--- src/rtl/uart_word_bridge_pkg.sv ---
// uart_word_bridge_pkg: shared byte width, RX/TX state encodings and index sizing helper.
// Rev 1.0
`default_nettype none

package uart_word_bridge_pkg;

  localparam int N_BIT_DEF = 8;

  typedef enum logic [0:0] {
    R_COLLECT = 1'b0,
    R_DELIVER = 1'b1
  } rx_state_e;

  typedef enum logic [1:0] {
    T_IDLE = 2'd0,
    T_SEND = 2'd1,
    T_DONE = 2'd2
  } tx_state_e;

  // A one-byte word still needs a 1-bit index so the lane logic stays uniform.
  function automatic int idx_width(input int n);
    return (n > 1) ? $clog2(n) : 1;
  endfunction

endpackage

`default_nettype wire

--- src/rtl/uart_word_bridge_if.sv ---
// uart_word_bridge_if: UART FIFO side (RX pop, TX push) seen by the word bridge.
// Rev 1.0
`default_nettype none

interface uart_word_bridge_if
  import uart_word_bridge_pkg::*;
#(
  parameter int N_BIT = N_BIT_DEF
);

  logic             rx_empty;
  logic [N_BIT-1:0] r_data;
  logic             rd_uart;
  logic             tx_full;
  logic             wr_uart;
  logic [N_BIT-1:0] w_data;

  modport master (
    input  rx_empty, r_data, tx_full,
    output rd_uart, wr_uart, w_data
  );

  modport slave (
    output rx_empty, r_data, tx_full,
    input  rd_uart, wr_uart, w_data
  );

endinterface

`default_nettype wire

--- src/rtl/uart_word_bridge_rx.sv ---
// uart_word_rx: pops show-ahead RX FIFO bytes into little-endian words, dropping stale partials.
// Rev 1.0
`default_nettype none

module uart_word_rx
  import uart_word_bridge_pkg::*;
#(
  parameter int N_BIT       = N_BIT_DEF,
  parameter int N_BYTES     = 2,
  parameter int TIMEOUT_CYC = 50000,
  parameter int CNT_BIT     = 16
) (
  input  logic                     clk,
  input  logic                     rst_n,
  input  logic                     rx_empty,
  input  logic [N_BIT-1:0]         r_data,
  output logic                     rd_uart,
  output logic [N_BIT*N_BYTES-1:0] rx_word,
  output logic                     rx_valid,
  output logic                     rx_timeout
);

  localparam int               IDX_W    = idx_width(N_BYTES);
  localparam logic [IDX_W-1:0] LAST_IDX = IDX_W'(N_BYTES - 1);
  localparam logic [CNT_BIT-1:0] TO_LAST = CNT_BIT'(TIMEOUT_CYC - 1);
  localparam bit               TO_EN    = (TIMEOUT_CYC != 0);

  rx_state_e                       state_q, state_d;
  logic [IDX_W-1:0]                idx_q, idx_d;
  logic [CNT_BIT-1:0]              timer_q, timer_d;
  logic [N_BYTES-1:0][N_BIT-1:0]   lanes_q, lanes_d;
  logic [N_BIT*N_BYTES-1:0]        rx_word_q, rx_word_d;
  logic                            rx_valid_q, rx_valid_d;
  logic                            rx_timeout_q, rx_timeout_d;
  logic                            pop;

  assign pop     = (state_q == R_COLLECT) && !rx_empty;
  assign rd_uart = pop;

  always_comb begin
    state_d      = state_q;
    idx_d        = idx_q;
    timer_d      = timer_q;
    lanes_d      = lanes_q;
    rx_word_d    = rx_word_q;
    rx_valid_d   = 1'b0;
    rx_timeout_d = 1'b0;
    case (state_q)
      R_COLLECT: begin
        if (pop) begin
          lanes_d[idx_q] = r_data;
          timer_d        = '0;
          if (idx_q == LAST_IDX) begin
            rx_word_d  = lanes_d;
            rx_valid_d = 1'b1;
            idx_d      = '0;
            state_d    = R_DELIVER;
          end else begin
            idx_d = idx_q + IDX_W'(1);
          end
        end else if (idx_q == '0 || !TO_EN) begin
          timer_d = '0;
        end else if (rx_empty) begin
          // Partial word has gone quiet for too long: drop it, keep the last good word.
          if (timer_q == TO_LAST) begin
            idx_d        = '0;
            timer_d      = '0;
            rx_timeout_d = 1'b1;
          end else begin
            timer_d = timer_q + CNT_BIT'(1);
          end
        end
      end
      default: begin
        state_d = R_COLLECT;
        timer_d = '0;
      end
    endcase
  end

  always_ff @(posedge clk or negedge rst_n) begin
    if (!rst_n) begin
      state_q      <= R_COLLECT;
      idx_q        <= '0;
      timer_q      <= '0;
      lanes_q      <= '0;
      rx_word_q    <= '0;
      rx_valid_q   <= 1'b0;
      rx_timeout_q <= 1'b0;
    end else begin
      state_q      <= state_d;
      idx_q        <= idx_d;
      timer_q      <= timer_d;
      lanes_q      <= lanes_d;
      rx_word_q    <= rx_word_d;
      rx_valid_q   <= rx_valid_d;
      rx_timeout_q <= rx_timeout_d;
    end
  end

  assign rx_word    = rx_word_q;
  assign rx_valid   = rx_valid_q;
  assign rx_timeout = rx_timeout_q;

endmodule

`default_nettype wire

--- src/rtl/uart_word_bridge.sv ---
// uart_word_bridge: word-level client of the UART FIFOs; RX word assembly plus inline TX serializer.
// Rev 1.0
`default_nettype none

module uart_word_bridge
  import uart_word_bridge_pkg::*;
#(
  parameter int N_BIT       = N_BIT_DEF,
  parameter int N_BYTES     = 2,
  parameter int TIMEOUT_CYC = 50000,
  parameter int CNT_BIT     = 16
) (
  input  logic                     clk,
  input  logic                     rst_n,
  uart_word_bridge_if.master       fifo,
  input  logic [N_BIT*N_BYTES-1:0] tx_word,
  input  logic                     tx_send,
  output logic                     tx_busy,
  output logic                     tx_done,
  output logic [N_BIT*N_BYTES-1:0] rx_word,
  output logic                     rx_valid,
  output logic                     rx_timeout
);

  localparam int               W        = N_BIT * N_BYTES;
  localparam int               IDX_W    = idx_width(N_BYTES);
  localparam logic [IDX_W-1:0] LAST_IDX = IDX_W'(N_BYTES - 1);

  uart_word_rx #(
    .N_BIT       (N_BIT),
    .N_BYTES     (N_BYTES),
    .TIMEOUT_CYC (TIMEOUT_CYC),
    .CNT_BIT     (CNT_BIT)
  ) u_rx (
    .clk        (clk),
    .rst_n      (rst_n),
    .rx_empty   (fifo.rx_empty),
    .r_data     (fifo.r_data),
    .rd_uart    (fifo.rd_uart),
    .rx_word    (rx_word),
    .rx_valid   (rx_valid),
    .rx_timeout (rx_timeout)
  );

  tx_state_e        tx_state_q, tx_state_d;
  logic [IDX_W-1:0] tx_idx_q, tx_idx_d;
  logic [W-1:0]     shift_q, shift_d;
  logic             tx_busy_q, tx_busy_d;
  logic             tx_done_q, tx_done_d;
  logic             push;

  assign push         = (tx_state_q == T_SEND) && !fifo.tx_full;
  assign fifo.wr_uart = push;
  assign fifo.w_data  = shift_q[N_BIT-1:0];

  always_comb begin
    tx_state_d = tx_state_q;
    tx_idx_d   = tx_idx_q;
    shift_d    = shift_q;
    tx_busy_d  = tx_busy_q;
    tx_done_d  = 1'b0;
    case (tx_state_q)
      T_IDLE: begin
        if (tx_send) begin
          shift_d    = tx_word;
          tx_idx_d   = '0;
          tx_busy_d  = 1'b1;
          tx_state_d = T_SEND;
        end
      end
      T_SEND: begin
        // A full TX FIFO simply freezes the serializer where it is.
        if (push) begin
          shift_d = shift_q >> N_BIT;
          if (tx_idx_q == LAST_IDX) begin
            tx_done_d  = 1'b1;
            tx_state_d = T_DONE;
          end else begin
            tx_idx_d = tx_idx_q + IDX_W'(1);
          end
        end
      end
      T_DONE: begin
        tx_busy_d  = 1'b0;
        tx_state_d = T_IDLE;
      end
      default: begin
        tx_busy_d  = 1'b0;
        tx_state_d = T_IDLE;
      end
    endcase
  end

  always_ff @(posedge clk or negedge rst_n) begin
    if (!rst_n) begin
      tx_state_q <= T_IDLE;
      tx_idx_q   <= '0;
      shift_q    <= '0;
      tx_busy_q  <= 1'b0;
      tx_done_q  <= 1'b0;
    end else begin
      tx_state_q <= tx_state_d;
      tx_idx_q   <= tx_idx_d;
      shift_q    <= shift_d;
      tx_busy_q  <= tx_busy_d;
      tx_done_q  <= tx_done_d;
    end
  end

  assign tx_busy = tx_busy_q;
  assign tx_done = tx_done_q;

endmodule

`default_nettype wire

--- src/flat_wrapper.sv ---
// flat-port wrapper written by rule: the top's interface ports become plain ports
module uart_word_bridge_flat import uart_word_bridge_pkg::*;
#(
  parameter int N_BIT       = N_BIT_DEF,
  parameter int N_BYTES     = 2,
  parameter int TIMEOUT_CYC = 50000,
  parameter int CNT_BIT     = 16
)
  (clk, rst_n, tx_word, tx_send, tx_busy, tx_done, rx_word, rx_valid, rx_timeout, fifo_rx_empty, fifo_r_data, fifo_tx_full, fifo_rd_uart, fifo_wr_uart, fifo_w_data);
  uart_word_bridge_if #(.N_BIT(N_BIT)) fifo_i ();
  input  logic clk;
  input  logic rst_n;
  input  logic [N_BIT*N_BYTES-1:0] tx_word;
  input  logic tx_send;
  output logic tx_busy;
  output logic tx_done;
  output logic [N_BIT*N_BYTES-1:0] rx_word;
  output logic rx_valid;
  output logic rx_timeout;
  input wire logic [$bits(fifo_i.rx_empty)-1:0] fifo_rx_empty;
  input wire logic [$bits(fifo_i.r_data)-1:0] fifo_r_data;
  input wire logic [$bits(fifo_i.tx_full)-1:0] fifo_tx_full;
  output wire logic [$bits(fifo_i.rd_uart)-1:0] fifo_rd_uart;
  output wire logic [$bits(fifo_i.wr_uart)-1:0] fifo_wr_uart;
  output wire logic [$bits(fifo_i.w_data)-1:0] fifo_w_data;
  assign fifo_i.rx_empty = fifo_rx_empty;
  assign fifo_i.r_data = fifo_r_data;
  assign fifo_i.tx_full = fifo_tx_full;
  assign fifo_rd_uart = fifo_i.rd_uart;
  assign fifo_wr_uart = fifo_i.wr_uart;
  assign fifo_w_data = fifo_i.w_data;
  uart_word_bridge #(.N_BIT(N_BIT), .N_BYTES(N_BYTES), .TIMEOUT_CYC(TIMEOUT_CYC), .CNT_BIT(CNT_BIT)) u_core (.clk(clk), .rst_n(rst_n), .fifo(fifo_i), .tx_word(tx_word), .tx_send(tx_send), .tx_busy(tx_busy), .tx_done(tx_done), .rx_word(rx_word), .rx_valid(rx_valid), .rx_timeout(rx_timeout));
endmodule
--- config.mk ---
export PLATFORM = sky130hd
export DESIGN_NAME = uart_word_bridge_flat
export DESIGN_NICKNAME = d
export VERILOG_FILES = /design/src/rtl/uart_word_bridge_pkg.sv /design/src/rtl/uart_word_bridge_if.sv /design/src/rtl/uart_word_bridge_rx.sv /design/src/rtl/uart_word_bridge.sv /design/src/flat_wrapper.sv
export SDC_FILE = /design/constraint.sdc
export NUM_CORES = 1
export LEC_CHECK = 0
export BUFFER_PORTS_ARGS = -buffer_cell sky130_fd_sc_hd__buf_2
export CAP_MARGIN = 20
export CORE_MARGIN = 2
export CORE_UTILIZATION = 48
export DETAILED_ROUTE_END_ITERATION = 8
export PLACE_DENSITY = 0.85
export SKIP_CTS_REPAIR_TIMING = 1
export SYNTH_ARGS = -nofsm -noshare
export SYNTH_HDL_FRONTEND = slang
export SYNTH_HIERARCHICAL = 1
export SYNTH_SLANG_ARGS = --single-unit
--- constraint.sdc ---
create_clock -name clk -period 1.5 [get_ports clk]
set_clock_uncertainty 0.2 [all_clocks]
set_input_delay 0.3 -clock clk [delete_from_list [all_inputs] [get_ports clk]]
set_output_delay 0.3 -clock clk [all_outputs]
set_load 0.005 [all_outputs]
Yosys cells after proc, flatten, opt, wreduce, memory -nomap -nowiden
Cells that the tools add are included.
W data, S select, Z words.
{"block": "word_totals", "reg_bits": 72, "latchBits": 0, "ramBits": 0, "romBits": 0, "inputBits": 29, "out_inout_bits": 30, "wordCells": 74, "mem_count": 0}
{"block": "classes", "addsub": 3, "mul": 0, "div": 0, "magnitude_cmp": 2, "eq_ne": 6, "shift": 0, "muxes": 37, "n_bitwise": 2, "reduce_logical": 12}
{"cell": "$mux W16", "n": 7}
{"cell": "$pmux W16 S2", "n": 1}
{"cell": "$mux W1", "n": 20}
{"cell": "$add A16 B1 Y16 const B", "n": 1}
{"cell": "$bwmux W16", "n": 1}
{"cell": "$eq A16 B16 Y1 const B", "n": 1}
{"cell": "$reduce_and A3 Y1", "n": 3}
{"cell": "$demux W8 S1", "n": 1}
{"cell": "$mux W8", "n": 1}
{"cell": "$mux W2", "n": 3}
{"cell": "$ne A2 B2 Y1 const B", "n": 2}
{"cell": "$ne A4 B3 Y1 const B", "n": 1}
{"cell": "$pmux W1 S2", "n": 2}
{"cell": "$pmux W2 S2", "n": 1}
{"cell": "$reduce_and A2 Y1", "n": 2}
{"cell": "$logic_and A1 B1 Y1", "n": 3}
{"cell": "$add A1 B1 Y1 const B", "n": 2}
{"cell": "$eq A2 B1 Y1 const B", "n": 1}
{"cell": "$logic_not A1 Y1", "n": 2}
{"cell": "$logic_not A2 Y1", "n": 1}
{"cell": "$lt A1 B2 Y1 const B", "n": 1}
{"cell": "$ne A2 B1 Y1 const B", "n": 1}
{"cell": "$not A1 Y1", "n": 2}
{"cell": "$reduce_bool A2 Y1", "n": 1}
{"cell": "$ge A1 B1 Y1 const B", "n": 1}

Depth between registers and ports, before layout
{"block": "logic_depth", "word_depth": 6, "depth_mapped": 6, "depth_no_buf": 5}

Cells and area by module
The synthesis kept the hierarchy.
{"module": "uart_word_rx", "n_inst": 1, "cells_per_inst": 174, "area_each_um2": 1808.0, "seq_area_each_um2": 1076.0}
{"module": "uart_word_bridge", "n_inst": 1, "cells_per_inst": 80, "area_each_um2": 989.7, "seq_area_each_um2": 525.5}

Least setup slack after synthesis
Ideal clock, no wire load.
{"block": "synth_path", "path_type": "reg-to-reg", "startpoint": "register u_core.u_rx.timer_q[0]", "endpoint": "register u_core.u_rx.timer_q[15]", "t_arrival_ns": 1.391, "required_ns": 1.222, "slack_ns": -0.168, "stages_incl_launch_ff": 5, "period_less_slack_ns": 1.668, "path_cell_list": "dfrtp_1 > nand4_2 > or2_4 > or4_1 > a21oi_1"}
{"block": "synth_via", "elab_chain_len": 6, "word_cells_on_any_way": 7}
{"element": "from (decl)", "line_no": "uart_word_bridge_rx.sv:30", "source": "logic [CNT_BIT-1:0] timer_q, timer_d;"}
{"element": "from (signal assigned)", "line_no": "uart_word_bridge_rx.sv:93", "source": "timer_q <= timer_d;"}
{"element": "$add A16 B1 Y16 / $eq A16 B16 Y1 (equally long branches)", "line_no": "uart_word_bridge_rx.sv:70, uart_word_bridge_rx.sv:65"}
{"element": "$mux W16 *", "line_no": "uart_word_bridge_rx.sv:65", "source": "if (timer_q == TO_LAST) begin"}
{"element": "$mux W16 *", "line_no": "uart_word_bridge_rx.sv:63", "source": "end else if (rx_empty) begin"}
{"element": "$mux W16 *", "line_no": "uart_word_bridge_rx.sv:61", "source": "end else if (idx_q == '0 || !TO_EN) begin"}
{"element": "$mux W16 *", "line_no": "uart_word_bridge_rx.sv:50", "source": "if (pop) begin"}
{"element": "$mux W16 *", "line_no": "uart_word_bridge_rx.sv:48", "source": "case (state_q)"}
Every way passes the cells marked *; elsewhere a longest branch is shown, timed or not. The select of a mux whose other input is x is not followed.
A chain may end at the register's enable or synchronous reset.

Final worst setup path
{"block": "layout_path", "startpoint": "register u_core.u_rx.timer_q[0]", "endpoint": "register u_core.u_rx.timer_q[10]"}
Same word-level chain as after synthesis.

==> impl_metrics.csv <==
group,metric,value,unit
critical_path,path_cells,"ha_2 > nand3_2 > buf_4 > nor3_2 > xnor2_1 > nor2_2",
global_routing,grt_antenna_before_repair,0,
placement,dp_hpwl,4440,µm
synthesis,ys_types,41,
cells_and_area,final_area,4070,µm²
detailed_routing,totalWireLength,7430,µm
cells_and_area,nets,404,
detailed_routing,drt_pass1_iterations,4,
global_routing,grt_max_degree,65,
detailed_routing,ant_nets,0,
floorplanning,fp.dieH,80.3,µm
critical_path,path_class,"register to register",
global_routing,overflow,0,
timing,rsz0062_at_grt,"true",
placement,pre_cts_ws,-0.206,ns
detailed_routing,viasPerCell,5.32,
job,drv_cap,0,
cts,cts_tree,"yes",
timing,setup_viol,36,
cts,cts_buffers,9,
cts,htree_levels,3,
placement,gp_congestion,0.859,
detailed_routing,wire_per_inst,16.5,µm
power,vdd_drop_max,1.08,mV
status,violations,"hold timing, setup timing",
timing,timing.slew.headroom,0.722,
detailed_routing,vias,2393,
timing,period_share,1.15,
timing,max_freq,578,MHz
timing,min_period,1.73,ns
power,power.density,1650,nW/µm²
cts,root_buffer,"clkbuf_8",
cells_and_area,antenna_cells,0,
power,power_leakage,1.95,nW
critical_path,required,1.52,ns
cts,clk_pin_slew,0.07,ns
floorplanning,top_level_ports,59,
synthesis,synth_edf_count,0,
cells_and_area,stdcell_count,450,
cells_and_area,layout-drive-gt1-share,0.492,
cts,clk_path_buf_depth,2,
synthesis,syn_area,2800,µm²
critical_path,cpPeakStageDelay,0.43,ns
floorplanning,die_x,80.3,µm
power,p_total,6.72,mW
placement,dp.cells,408,
synthesis,synth_seq_cells,64,
timing,tns,-3.92,ns
min_path,hold_class,"input pin to register",
critical_path,critical_path.startpoint_type,"register",
timing,maxSlewViolCount,0,
critical_path,cp-end-kind,"register",
synthesis,yosys_warnings,6,
floorplanning,core_region_area,5570,µm²
cts,clock-sinks,64,
cells_and_area,area_delta_synth_final,45.3,%
timing,hold_viol,1,
critical_path,path_delay_family,"flip-flops",
global_routing,grt_pass1_wl,10100,µm
floorplanning,placement_rows,27,
critical_path,worst_path_max_delay_cell,"dfrtp_1",
critical_path,path_buf_inv,1,
synthesis,ys_seq_area_frac,0.572,
global_routing,track_usage,0.210,
cts,worstSkewPairLatency,0.34,ns
global_routing,grt_pass1_vias,2110,
critical_path,worst-path-max-fanout,3,
synthesis,synth-main-ff-cell,"dfrtp_1",
status,run_status,"finished with violations",
floorplanning,initial_core_util,0.502,
synthesis,synthCells,254,
timing,tightestPinTransition,0.414,ns
synthesis,async_flop_share,1.00,
timing,layout_setup_ws,-0.231,ns
detailed_routing,drtIter0Drc,173,
synthesis,avgSynthCellArea,11.0,µm²
critical_path,crit_arrival,1.76,ns
synthesis,syn_nets,284,
floorplanning,design.die.area,6460,µm²
placement,port_buffers,58,
timing,hold_ws,-0.0245,ns
detailed_routing,drc,0,
cells_and_area,final_util,0.730,
placement,placed_cell_area,3420,µm²
-- worst register-to-register path: stages, from the launching register on --
cell	delay, ns
dfrtp_1	0.43
ha_2	0.23
nand3_2	0.14
buf_4	0.18
nor3_2	0.20
xnor2_1	0.17
nor2_2	0.06
-- cell usage after synthesis, types with 3 or more instances --
cell | n | area (µm²)
dfrtp_1 | 64 | 1600
nand2_1 | 53 | 199
nor2_1 | 20 | 75.1
nor3_1 | 12 | 60.1
xnor2_1 | 11 | 96.3
buf_4 | 9 | 67.6
a21oi_2 | 8 | 70.1
a22o_1 | 8 | 70.1
mux2_2 | 8 | 90.1
mux2i_1 | 8 | 80.1
inv_1 | 6 | 22.5
nand3_1 | 6 | 30.0
buf_6 | 3 | 33.8
clkbuf_1 | 3 | 11.3
nor4_1 | 3 | 18.8
-- cell families after synthesis --
kind of cell	share of synthesized area
compound gates	0.0640
xor+xnor	0.0407
fa+ha+maj	0.00447
buf+inv	0.0514
flops	0.572
mux	0.0608
simple gates	0.206
-- routing by layer --
| metal | share of wire | track usage | wire (µm) | vias up |
|---|---|---|---|---|
| li1 | - | - | - | 1090 |
| met1 | 0.39 | 0.268 | 2890 | 1185 |
| met2 | 0.53 | 0.346 | 3920 | 90 |
| met3 | 0.043 | 0.0483 | 316 | 28 |
| met4 | 0.040 | 0.0814 | 297 | 0 |
| met5 | 0 | 0 | 0 | - |
-- placed cells by master, fill, tap and decap left out, drive strengths merged --
cell type and count:
buf 110, dfrtp 64, nand2 53, nor2 21, dlygate4sd3 15, nor3 13
xnor2 11, clkbuf 11, a21oi 10, mux2i 8, a22o 8, mux2 8
inv 7, nand3 7, nand4 4, clkinv 3, and3 3, nor4 3
nor3b 2, or2 2, nor4bb 2, xor2 2, clkinvlp 1, nor2b 1
a311oi 1, a21o 1, o21ai 1, nor4b 1, nand3b 1, nand2b 1
o31ai 1, or4 1, ha 1
-- cell type report --
| cell class | instances | area (µm²) |
|---|---|---|
| multi-input combinational | 167 | 1270 |
| clock buffer | 11 | 131 |
| fill | 354 | 1510 |
| inverter | 7 | 28.8 |
| clock inverter | 4 | 22.5 |
| tap | 72 | 90.1 |
| timing repair buffer | 125 | 911 |
| sequential | 64 | 1610 |
-- where the power goes --
group / internal (mW) / switching, mW
Clock: 0.582 / 0.622
Sequential: 2.37 / 0.430
Combinational: 1.43 / 1.30
Total: 4.37 / 2.35
-- path summary, 6_finish.rpt --
check | cells past startpoint | slack, ns | endpoint | startpoint
min reg2reg | 2 | 0.27 | u_core/u_rx/rx_word[5] | u_core/u_rx/rx_word[5]
min | 3 | -0.02 | u_core/u_rx/rx_word[15] | fifo_r_data[7]
max in group asynchronous | 3 | 0.51 | u_core/u_rx/timer_q[2] | rst_n
max | 6 | -0.23 | u_core/u_rx/timer_q[10] | u_core/u_rx/timer_q[0]
min in group asynchronous | 3 | 0.29 | u_core/u_rx/rx_word[11] | rst_n
max reg2reg | 6 | -0.23 | u_core/u_rx/timer_q[10] | u_core/u_rx/timer_q[0]
-- state kept, by name, summed over array words and instances (netlist names) --
signal                  count
u_core/tx_done              1
u_core/u_rx/rx_word        16
u_core/u_rx/rx_timeout      1
u_core/u_rx/timer_q        16
u_core/tx_state_q           2
u_core/tx_idx_q             1
u_core/tx_busy              1
u_core/u_rx/lanes_q         8
u_core/u_rx/idx_q           1
u_core/shift_q             16
u_core/u_rx/rx_valid        1
Power figures use the tool's default switching activity.
